<file path="src/rtl/memory_clear_sequencer.sv">
// Sweeps a block RAM with FILL_VALUE once upstream reset/init allows it, then reports ready.
// Extra passes run on clearRequest; losing rst/isInitialized aborts back to HOLD.
//
// state    | meaning
// ---------+-----------------------------------------------------------
// ST_HOLD  | upstream not ready (or just reset); no writes, not ready
// ST_CLEAR | one write per cycle, address 0..DEPTH-1
// ST_DONE  | memory fully cleared, ready=1, waiting for clearRequest
module memory_clear_sequencer #(
   parameter int                    ADDR_WIDTH = 10,
   parameter int                    DEPTH      = 1024,
   parameter int                    DATA_WIDTH = 32,
   parameter logic [DATA_WIDTH-1:0] FILL_VALUE = '0
) (
   input  logic                  clk,
   input  logic                  resetn,
   input  logic                  rst,
   input  logic                  isInitialized,
   input  logic                  clearRequest,
   output logic                  memWriteEnable,
   output logic [ADDR_WIDTH-1:0] memAddr,
   output logic [DATA_WIDTH-1:0] memWriteData,
   output logic                  busy,
   output logic                  ready,
   output logic [7:0]            passCount
);

   typedef enum logic [1:0] {ST_HOLD, ST_CLEAR, ST_DONE} state_t;

   localparam logic [ADDR_WIDTH-1:0] LAST_ADDR = ADDR_WIDTH'(DEPTH - 1);

   state_t                  state_q, state_d;
   logic                    we_q, we_d;
   logic [ADDR_WIDTH-1:0]   addr_q, addr_d;
   logic                    busy_q, busy_d;
   logic                    ready_q, ready_d;
   logic                    pending_q, pending_d;
   logic [7:0]              pass_cnt_q, pass_cnt_d;
   logic                    go;

   assign go = !rst && isInitialized;

   always_ff @(posedge clk) begin
      if (!resetn) begin
         state_q    <= ST_HOLD;
         we_q       <= 1'b0;
         addr_q     <= '0;
         busy_q     <= 1'b0;
         ready_q    <= 1'b0;
         pending_q  <= 1'b0;
         pass_cnt_q <= 8'd0;
      end else begin
         state_q    <= state_d;
         we_q       <= we_d;
         addr_q     <= addr_d;
         busy_q     <= busy_d;
         ready_q    <= ready_d;
         pending_q  <= pending_d;
         pass_cnt_q <= pass_cnt_d;
      end
   end

   always_comb begin
      state_d    = state_q;
      we_d       = we_q;
      addr_d     = addr_q;
      busy_d     = busy_q;
      ready_d    = ready_q;
      pending_d  = pending_q;
      pass_cnt_d = pass_cnt_q;
      // Abort outranks pass completion and requests; the partial pass is not counted.
      if (!go) begin
         state_d   = ST_HOLD;
         we_d      = 1'b0;
         addr_d    = '0;
         busy_d    = 1'b0;
         ready_d   = 1'b0;
         pending_d = 1'b0;
      end else begin
         case (state_q)
            ST_HOLD: begin
               state_d = ST_CLEAR;
               we_d    = 1'b1;
               addr_d  = '0;
               busy_d  = 1'b1;
               ready_d = 1'b0;
            end
            ST_CLEAR: begin
               if (addr_q == LAST_ADDR) begin
                  if (pass_cnt_q != 8'hFF) pass_cnt_d = pass_cnt_q + 8'd1;
                  addr_d = '0;
                  // A request arriving on the completing edge is dropped: completion wins.
                  if (pending_q) begin
                     pending_d = 1'b0;
                  end else begin
                     state_d = ST_DONE;
                     we_d    = 1'b0;
                     busy_d  = 1'b0;
                     ready_d = 1'b1;
                  end
               end else begin
                  addr_d = addr_q + ADDR_WIDTH'(1);
                  if (clearRequest) pending_d = 1'b1;
               end
            end
            ST_DONE: begin
               if (clearRequest) begin
                  state_d = ST_CLEAR;
                  we_d    = 1'b1;
                  addr_d  = '0;
                  busy_d  = 1'b1;
                  ready_d = 1'b0;
               end
            end
            default: begin
               state_d   = ST_HOLD;
               we_d      = 1'b0;
               addr_d    = '0;
               busy_d    = 1'b0;
               ready_d   = 1'b0;
               pending_d = 1'b0;
            end
         endcase
      end
   end

   assign memWriteEnable = we_q;
   assign memAddr        = addr_q;
   assign memWriteData   = FILL_VALUE;
   assign busy           = busy_q;
   assign ready          = ready_q;
   assign passCount      = pass_cnt_q;

endmodule

</file>
<file path="config.mk">
export PLATFORM = sky130hd
export DESIGN_NAME = memory_clear_sequencer
export DESIGN_NICKNAME = d
export VERILOG_FILES = /design/src/rtl/memory_clear_sequencer.sv
export SDC_FILE = /design/constraint.sdc
export NUM_CORES = 1
export LEC_CHECK = 0
export CORE_MARGIN = 8
export CORE_UTILIZATION = 46
export DETAILED_ROUTE_END_ITERATION = 12
export PLACE_DENSITY = 0.83
export SYNTH_ARGS = -nofsm -noshare
export SYNTH_HDL_FRONTEND = slang
export SYNTH_SLANG_ARGS = --single-unit
</file>
<file path="constraint.sdc">
create_clock -name clk -period 3.35 [get_ports clk]
set_input_delay 0.67 -clock clk [delete_from_list [all_inputs] [get_ports clk]]
set_output_delay 0.67 -clock clk [all_outputs]
set_load 0.02 [all_outputs]
</file>
* Word-level counts from Yosys, hierarchy flattened
Index checks and enable logic that the tools add are counted.
** Operators by class
- Add/subtract/negate cells :: 2
- Equality and inequality tests :: 8
- Divide/modulo/power cells :: 0
- Reduce and logical (&&, ||, !) cells :: 8
- Order comparisons :: 0
- Shift-type cells :: 0
- Bitwise logic cells :: 1
- Multiplexer cells :: 17
- $mul :: 0
** Operators by type and width (number)
- 2-to-1 mux 10 bit :: 2
- case mux 10 bit (2 select lines) :: 1
- adder 10 x 1 -> 10 bit (second input constant) :: 1
- == test 10 bit (second input constant) :: 1
- adder 8 x 1 -> 8 bit (second input constant) :: 1
- != test 8 bit (second input constant) :: 1
- 2-to-1 mux 1 bit :: 7
- 2-to-1 mux 2 bit :: 3
- != test 2 bit (second input constant) :: 3
- case mux 2 bit (3 select lines) :: 1
- case mux 1 bit (2 select lines) :: 2
- AND reduction 2 bit :: 2
- AND reduction 4 bit :: 1
- != test 3 bit (second input constant) :: 1
- case mux 1 bit (3 select lines) :: 1
- AND reduction 3 bit :: 1
- == test 2 x 1 -> 1 bit (second input constant) :: 1
- == test 2 bit (second input constant) :: 1
- logical NOT 2 bit :: 1
- OR reduction 2 bit :: 1
- logical AND 1 bit :: 1
- logical NOT 1 bit :: 1
- NOT 1 bit :: 1
** Word-level totals
- Bits in registers :: 23
- Memories :: 0
- Input bits :: 5
- Word-level logic and storage cells :: 42
- Bits in latches :: 0
- RAM bits :: 0
- Output and inout bits :: 53
- Bits in read-only memories :: 0

* Logic depth before layout (Yosys ltp)
Gate-level depths: netlist of run 1.
- Depth in word-level cells :: 4
- Gate-level depth with buffers :: 6
- Depth with buffers taken out :: 5

* Worst setup path after synthesis of run 1
No wires, ideal clock.
- Path kind :: register -> register
- From :: register addr_q[0] (netlist: memAddr[0])
- To :: register pass_cnt_q[2] (netlist: passCount[2])
- Path buffers :: 1
- Setup time :: 70 ps
- Slack :: 1511 ps
- Data required time :: 3280 ps
- Cell stages (with the launch flop) :: 7
- Period minus slack after synthesis :: 1839 ps
- Data arrival time :: 1769 ps
- Path through :: dfxtp_1 > ha_1 > and3_2 > nand3_4 > buf_6 > or4_1 > a21oi_1
** Between the ends
- Cells in the longest elaborated chain, start to end :: 2
** Ends and longest elaborated chain
- start: declaration :: RTL line 34 : logic [ADDR_WIDTH-1:0] addr_q, addr_d;
- start signal: assignment :: RTL line 55 : addr_q <= addr_d;
- == test 10 bit :: RTL line 89 : if (addr_q == LAST_ADDR) begin
- AND reduction 4 bit (no line)
- end signal: assignment :: RTL line 59 : pass_cnt_q <= pass_cnt_d;
- end: declaration :: RTL line 38 : logic [7:0] pass_cnt_q, pass_cnt_d;
No other way between the ends.
A chain may end at the register's enable or synchronous reset.

==> results.yml, run 1 <==
routing:
  dr.pass1.iters: 4
  post_drt_wl_per_cell_um: 13.4
  viasPerCell: 5.31
  first_iter_violations: 63
  wirelength_um: 3050
  drc_errors: 0
  vias: 1211
  ant_nets: 0
clock_network:
  insertion_delay_ns: 0.30
  clockBufferDepth: 2
  h-tree-depth: 1
  root_buffer: "clkbuf_4"
  cts.repair.resized: 0
  cts_sinks: 22
  clk_pin_slew_ns: 0.12
  postCtsSetupBuffers: 0
  cts-hold-fix-buffers: 0
  cts_buffers: 3
  cts_tree: "yes"
floorplanning:
  core_um2: 2980
  ios: 58
  dieHeight_um: 71.2
  chipWidth_um: 71.2
  num_rows: 20
  dieArea_um2: 5070
  start_util: 0.471
logic_synthesis:
  yosys.cell_count.top_type: "buf_4"
  netlist_top_cells_count: "buf_4, dfxtp_1, a21oi_1"
  synth-edff-count: 0
  ys_ff_latch: 22
  yosys.area.top_type: "dfxtp_1"
  synth.area.top_cells: "dfxtp_1, buf_4, a21oi_1"
  syn_area_per_cell_um2: 8.05
  async_flop_share: 0
  synth-warning-count: 0
  syn_inst: 174
  ys_seq_area_frac: 0.314
  synth_cell_types: 40
  ys.flop_type: "dfxtp_1"
  yosys.area.top_type_share: 0.314
  syn_area_um2: 1400
timing:
  timing.hold.ws_ns: 0.498
  hold_viol: 0
  drv_slew: 0
  rsz0062_at_grt: "no"
  setup_viol: 0
  min_period_over_period: 0.638
  skew_ns: 0.00112
  slew_headroom: 0.559
  layout_min_cycle_time_ns: 2.14
  tightestPinTransition_ns: 0.657
  timing.fmax_mhz: 468
  tns_ns: 0
run:
  max_cap_violations: 0
power:
  p_leak_nw: 0.542
  irDropWorstVdd_mv: 0.122
  pwr_density_cell_nw_per_um2: 298
critical_path:
  cp_top_family: "buffers and inverters"
  crit_path_cell_trace: "clkdlybuf4s50_1"
  worstSetupEndpointType: "output port"
  arrival_ns: 1.47
  cp.required_ns: 2.68
  max_stage_delay_ns: 0.67
  critPathMaxFanout: 9
  worst-path-buf-inv: 1
  start_kind: "flop"
  critical_path_class: "reg -> out"
  crit_slowest_cell: "clkdlybuf4s50_1"
placement:
  io_buffer_count: 25
  gp_congestion: 0.789
  hpwl_um: 2310
cells_and_area:
  drive_gt1_frac: 0.0564
  area_growth_pct: 11.4
  nets: 203
  num_antenna_cells: 0
grt:
  antenna_found_initial: 0
  grt_pass1_vias: 1161
  grt_usage: 0.121
  grt_pass1_wl_um: 5180
  grt_max_degree: 15
  overflow: 0
min_path:
  hp-class: "reg -> reg"
outcome:
  status: "completed"
-- state kept, by name, indices dropped and copies added (netlist names) --
signal / cells
pending_q: 1
busy: 1
memAddr: 10
state_q: 2
passCount: 8
-- metrics by stage --
step	power [mW]	util	setup WS [ns]	instances	area, um2
after floorplan	0.343	-	1.51	205	1520
after global placement	0.324	0.512	1.04	224	1530
after detailed placement	0.324	0.512	0.973	224	1530
after CTS	0.467	0.524	1.21	228	1560
after global routing	0.485	0.524	1.15	228	1560
final	0.465	0.524	1.21	228	1560
-- cells by family after synthesis --
group           count (synthesis)  share of synthesized area
simple gates                   68                      0.280
buf+inv                        44                      0.219
compound gates                 34                      0.145
flops                          22                      0.314
mux                             3                     0.0214
fa+ha+maj                       2                     0.0179
other cells                     1                    0.00268
-- routing by layer --
| layer | track usage | share of wire |
|---|---|---|
| met5 | 0 | 0 |
| met3 | 0.0325 | 0.064 |
| met4 | 0.0531 | 0.018 |
| met2 | 0.196 | 0.45 |
| met1 | 0.146 | 0.47 |
-- report_power, final --
group          leakage [nW]  internal [mW]  switching [mW]
sequential            0.177          0.263         0.00149
combinational         0.343         0.0103          0.0456
clock                0.0210         0.0662          0.0788
-- worst paths after layout --
| path | slack, ns | cells past startpoint | startpoint | to |
|---|---|---|---|---|
| max | 1.21 | 1 | state_q[1] | ready |
| min | 0.50 | 2 | passCount[6] | passCount[6] |
| max reg2reg | 1.53 | 5 | memAddr[0] | memAddr[5] |
| min reg2reg | 0.50 | 2 | passCount[6] | passCount[6] |
-- cell usage in the layout (no fill, tap or decap), types with 2 or more instances in the layout --
| cell | instances |
|---|---|
| nand2b_1 | 5 |
| a311oi_1 | 2 |
| nor3_1 | 4 |
| nand2_1 | 12 |
| mux2i_1 | 3 |
| nand4_1 | 4 |
| nand3b_1 | 2 |
| clkdlybuf4s50_1 | 25 |
| nand3_1 | 11 |
| and3_1 | 2 |
| conb_1 | 32 |
| clkbuf_4 | 3 |
| a31oi_1 | 5 |
| or3_1 | 4 |
| a21oi_1 | 13 |
| inv_1 | 4 |
| ha_1 | 2 |
| or4_1 | 4 |
| nor2b_1 | 2 |
| nor2_1 | 8 |
| dfxtp_1 | 22 |
| o21ai_0 | 6 |
| o31ai_1 | 3 |
-- final cells by class --
| type | instances | area (um2) |
|---|---|---|
| Sequential cell | 22 | 440 |
| Tap cell | 33 | 41.3 |
| Inverter | 4 | 15.0 |
| Fill cell | 306 | 1420 |
| Clock buffer | 4 | 36.3 |
| Timing Repair Buffer | 26 | 258 |
| Multi-Input combinational cell | 139 | 771 |
(Power assumes the default switching activity.)
==> inputs of run 2 (changes only) <==
- CORE_UTILIZATION: 46 -> 43
- PLACE_DENSITY: 0.83 -> 0.78
- clock period: 3.35 -> 2 ns (I/O delays scaled with it)
==> results.yml, run 2 (synthesis results as in run 1) <==
placement:
  gp_congestion: 0.837
  hpwl_um: 2430
  io_buffer_count: 25
critical_path:
  crit_slowest_cell: "clkdlybuf4s50_1"
  reg2reg_depth: 6
  critical_path_class: "reg -> out"
  start_kind: "flop"
  max_stage_delay_ns: 0.66
  arrival_ns: 1.44
  critPathMaxFanout: 9
  reg2reg_slack_ns: 0.22
  crit_path_cell_trace: "clkdlybuf4s50_1"
  worstSetupEndpointType: "output port"
  cp_top_family: "buffers and inverters"
  rr_startpoint: "passCount[0]"
  worst-path-buf-inv: 1
  timing.rr.end: "passCount[6]"
  cp.required_ns: 1.60
timing:
  rsz0062_at_grt: "no"
  skew_ns: 0.0164
  timing.fmax_mhz: 542
  hold_viol: 0
  setup_viol: 0
  min_period_over_period: 0.922
  tightestPinTransition_ns: 0.649
  drv_slew: 0
  timing.hold.ws_ns: 0.497
  slew_headroom: 0.564
  layout_min_cycle_time_ns: 1.84
cells_and_area:
  drive_gt1_frac: 0.0936
  area_growth_pct: 16.7
  largest_reg_flops: 10
  mostFrequentLayoutCells: "conb_1, clkdlybuf4s50_1, dfxtp_1, a21oi_1, nand2_1"
  num_antenna_cells: 0
  nets: 211
  n_fill_cell: 304
  layout_commonest_cell: "conb_1"
  final_util: 0.531
grt:
  overflow: 0
  grt_max_degree: 15
  grt_pass1_wl_um: 5160
  grt_pass1_vias: 1129
  antenna_found_initial: 0
  grt_usage: 0.118
power:
  pwr_density_cell_nw_per_um2: 484
  irDropWorstVdd_mv: 0.209
  p_leak_nw: 0.581
floorplanning:
  ios: 58
  start_util: 0.455
  core_um2: 3080
  num_rows: 20
  chipWidth_um: 73.1
  dieArea_um2: 5340
  dieHeight_um: 73.1
clock_network:
  postCtsSetupBuffers: 0
  clk_pin_slew_ns: 0.14
  cts-hold-fix-buffers: 0
  cts_sinks: 22
  cts.repair.resized: 0
  root_buffer: "clkbuf_4"
  h-tree-depth: 1
  clockBufferDepth: 2
  insertion_delay_ns: 0.32
  cts_tree: "yes"
  cts_buffers: 3
min_path:
  hold_end: "passCount[7]"
  hp-class: "reg -> reg"
  min_path_cells: 2
  hp-start: "passCount[7]"
routing:
  drc_errors: 0
  dr.pass1.iters: 4
  vias: 1231
  ant_nets: 0
  wirelength_um: 3140
  first_iter_violations: 59
  post_drt_wl_per_cell_um: 12.7
  viasPerCell: 4.98
run:
  max_cap_violations: 0
outcome:
  status: "completed"
run 2: cell types whose count changed in the layout (fill, tap and decap cells not counted), sizes merged:
cell,before,now
buf,1,9
run 2: worst min-delay path, cell delays in order (launching register included):
cell and delay [ns]:
dfxtp_1 0.36, nand2_1 0.06, mux2i_1 0.05
run 2: power breakdown:
| group | total (mW) | internal (mW) | switching, mW |
|---|---|---|---|
| registers | 0.441 | 0.440 | 0.00110 |
| logic | 0.0996 | 0.0213 | 0.0783 |
| clock network | 0.251 | 0.111 | 0.140 |
run 2: area by class of cell:
| type | instances | area, um2 | share of cell area |
|---|---|---|---|
| sequential | 22 | 440 | 0.269 |
| inverter | 4 | 15.0 | 0.00918 |
| multi-input combinational | 139 | 771 | 0.471 |
| timing repair buffer | 34 | 318 | 0.194 |
| tap | 44 | 55.1 | 0.0337 |
| clock buffer | 4 | 36.3 | 0.0222 |
run 2: per-stage QoR:
step	std cells	setup WS [ns]	setup TNS (ns)	power, mW	cell area (um2)
2_1_floorplan	205	0.161	0	0.574	1520
3_3_place_gp	243	-0.0360	-0.101	0.547	1600
3_5_place_dp	243	-0.0853	-0.367	0.548	1600
4_1_cts	247	0.121	0	0.796	1640
5_1_grt	247	0.0282	0	0.827	1640
6_report	247	0.157	0	0.792	1640
run 2: how the worst max path moves through the flow:
stage | slack, ns | startpoint | depth (start not counted) | end
after floorplan | 0.16 | memAddr[0] | 6 | passCount[2]
after global placement | -0.04 | isInitialized | 5 | passCount[5]
after detailed placement | -0.09 | rst | 5 | passCount[5]
after CTS | 0.12 | state_q[1] | 1 | ready
after global routing | 0.03 | passCount[0] | 6 | passCount[6]
final | 0.16 | state_q[1] | 1 | ready
run 2: layer usage:
layer  GRT usage  wire, um  share of wire
met1       0.155      1490           0.47
met2       0.174      1350           0.43
met3      0.0261       241          0.077
met4      0.0622        58          0.018
met5           0         0              0
==> inputs of run 3 (changes only) <==
- PLACE_DENSITY: 0.78 -> default
- PLACE_DENSITY_LB_ADDON: default -> 0.12
- TNS_END_PERCENT: default -> 5
==> results.yml, run 3 (synthesis results as in run 1) <==
grt:
  grt_max_degree: 15
  overflow: 0
  grt_pass1_wl_um: 5310
  grt_pass1_vias: 1186
  antenna_found_initial: 0
  grt_usage: 0.122
cells_and_area:
  design_area_um2: 1620
  largest_reg_flops: 10
  area_growth_pct: 15.6
  mostFrequentLayoutCells: "conb_1, clkdlybuf4s50_1, dfxtp_1, a21oi_1, nand2_1"
  drive_gt1_frac: 0.0846
  num_antenna_cells: 0
  nets: 209
  layout_commonest_cell: "conb_1"
  final_util: 0.526
placement:
  hpwl_um: 2450
  io_buffer_count: 25
  place_area_um2: 1580
  gp_congestion: 0.798
min_path:
  min_path_cells: 2
  hp-class: "reg -> reg"
routing:
  drc_errors: 0
  vias: 1249
  wirelength_um: 3170
  first_iter_violations: 57
  viasPerCell: 5.10
  post_drt_wl_per_cell_um: 12.9
  dr.pass1.iters: 4
  ant_nets: 0
clock_network:
  insertion_delay_ns: 0.32
  cts.repair.resized: 0
  clk_pin_slew_ns: 0.13
  clockBufferDepth: 2
  h-tree-depth: 1
  cts_sinks: 22
  cts_buffers: 3
  cts-hold-fix-buffers: 0
  cts_tree: "yes"
  postCtsSetupBuffers: 0
  root_buffer: "clkbuf_4"
critical_path:
  cp_top_family: "buffers and inverters"
  critPathMaxFanout: 9
  arrival_ns: 1.46
  reg2reg_depth: 4
  crit_cells: 1
  worst-path-buf-inv: 1
  worstSetupEndpointType: "output port"
  crit_slowest_cell: "clkdlybuf4s50_1"
  max_stage_delay_ns: 0.66
  crit_path_cell_trace: "clkdlybuf4s50_1"
  critical_path_class: "reg -> out"
  start_kind: "flop"
  cp.required_ns: 1.60
outcome:
  status: "completed"
timing:
  slew_headroom: 0.600
  layout_min_cycle_time_ns: 1.86
  drv_slew: 0
  timing.hold.ws_ns: 0.507
  timing.fmax_mhz: 537
  tightestPinTransition_ns: 0.591
  min_period_over_period: 0.931
  rsz0062_at_grt: "no"
  skew_ns: 0.00598
  setup_viol: 0
  hold_viol: 0
power:
  pwr_density_cell_nw_per_um2: 488
  power_mw: 0.791
  p_leak_nw: 0.571
  irDropWorstVdd_mv: 0.189
floorplanning:
  ios: 58
  dieArea_um2: 5340
  core_um2: 3080
  chipWidth_um: 73.1
  num_rows: 20
  dieHeight_um: 73.1
  start_util: 0.455
run:
  max_cap_violations: 0
run 3: layout make-up:
| class | instances | area, um2 |
|---|---|---|
| tap | 44 | 55.1 |
| timing repair buffer | 32 | 303 |
| clock buffer | 4 | 36.3 |
| sequential | 22 | 440 |
| inverter | 4 | 15.0 |
| multi-input combinational | 139 | 771 |
| fill | 325 | 1460 |
run 3: path summary, 6_finish.rpt:
check	from	end	slack, ns
max	state_q[1]	ready	0.14
min	passCount[7]	passCount[7]	0.51
max reg2reg	memAddr[5]	passCount[4]	0.26
min reg2reg	passCount[7]	passCount[7]	0.51
run 3: where the power goes:
| part | internal [mW] | switching (mW) |
|---|---|---|
| clock network | 0.111 | 0.141 |
| registers | 0.440 | 0.00250 |
| logic | 0.0190 | 0.0765 |
| total | 0.571 | 0.220 |
run 3: routing by layer:
layer,up-vias,GRT usage,share of wire
met4,0,0.0644,0.019
met2,53,0.190,0.44
met1,582,0.148,0.46
met5,-,0,0
met3,5,0.0316,0.080
li1,609,-,-
run 3: through the flow:
stage | cells | setup slack (ns) | setup TNS [ns]
after floorplan | 205 | 0.161 | 0
after global placement | 241 | 0.00548 | 0
after detailed placement | 241 | -0.0385 | -0.0607
after CTS | 245 | 0.115 | 0
after global routing | 245 | 0.0501 | 0
final | 245 | 0.138 | 0
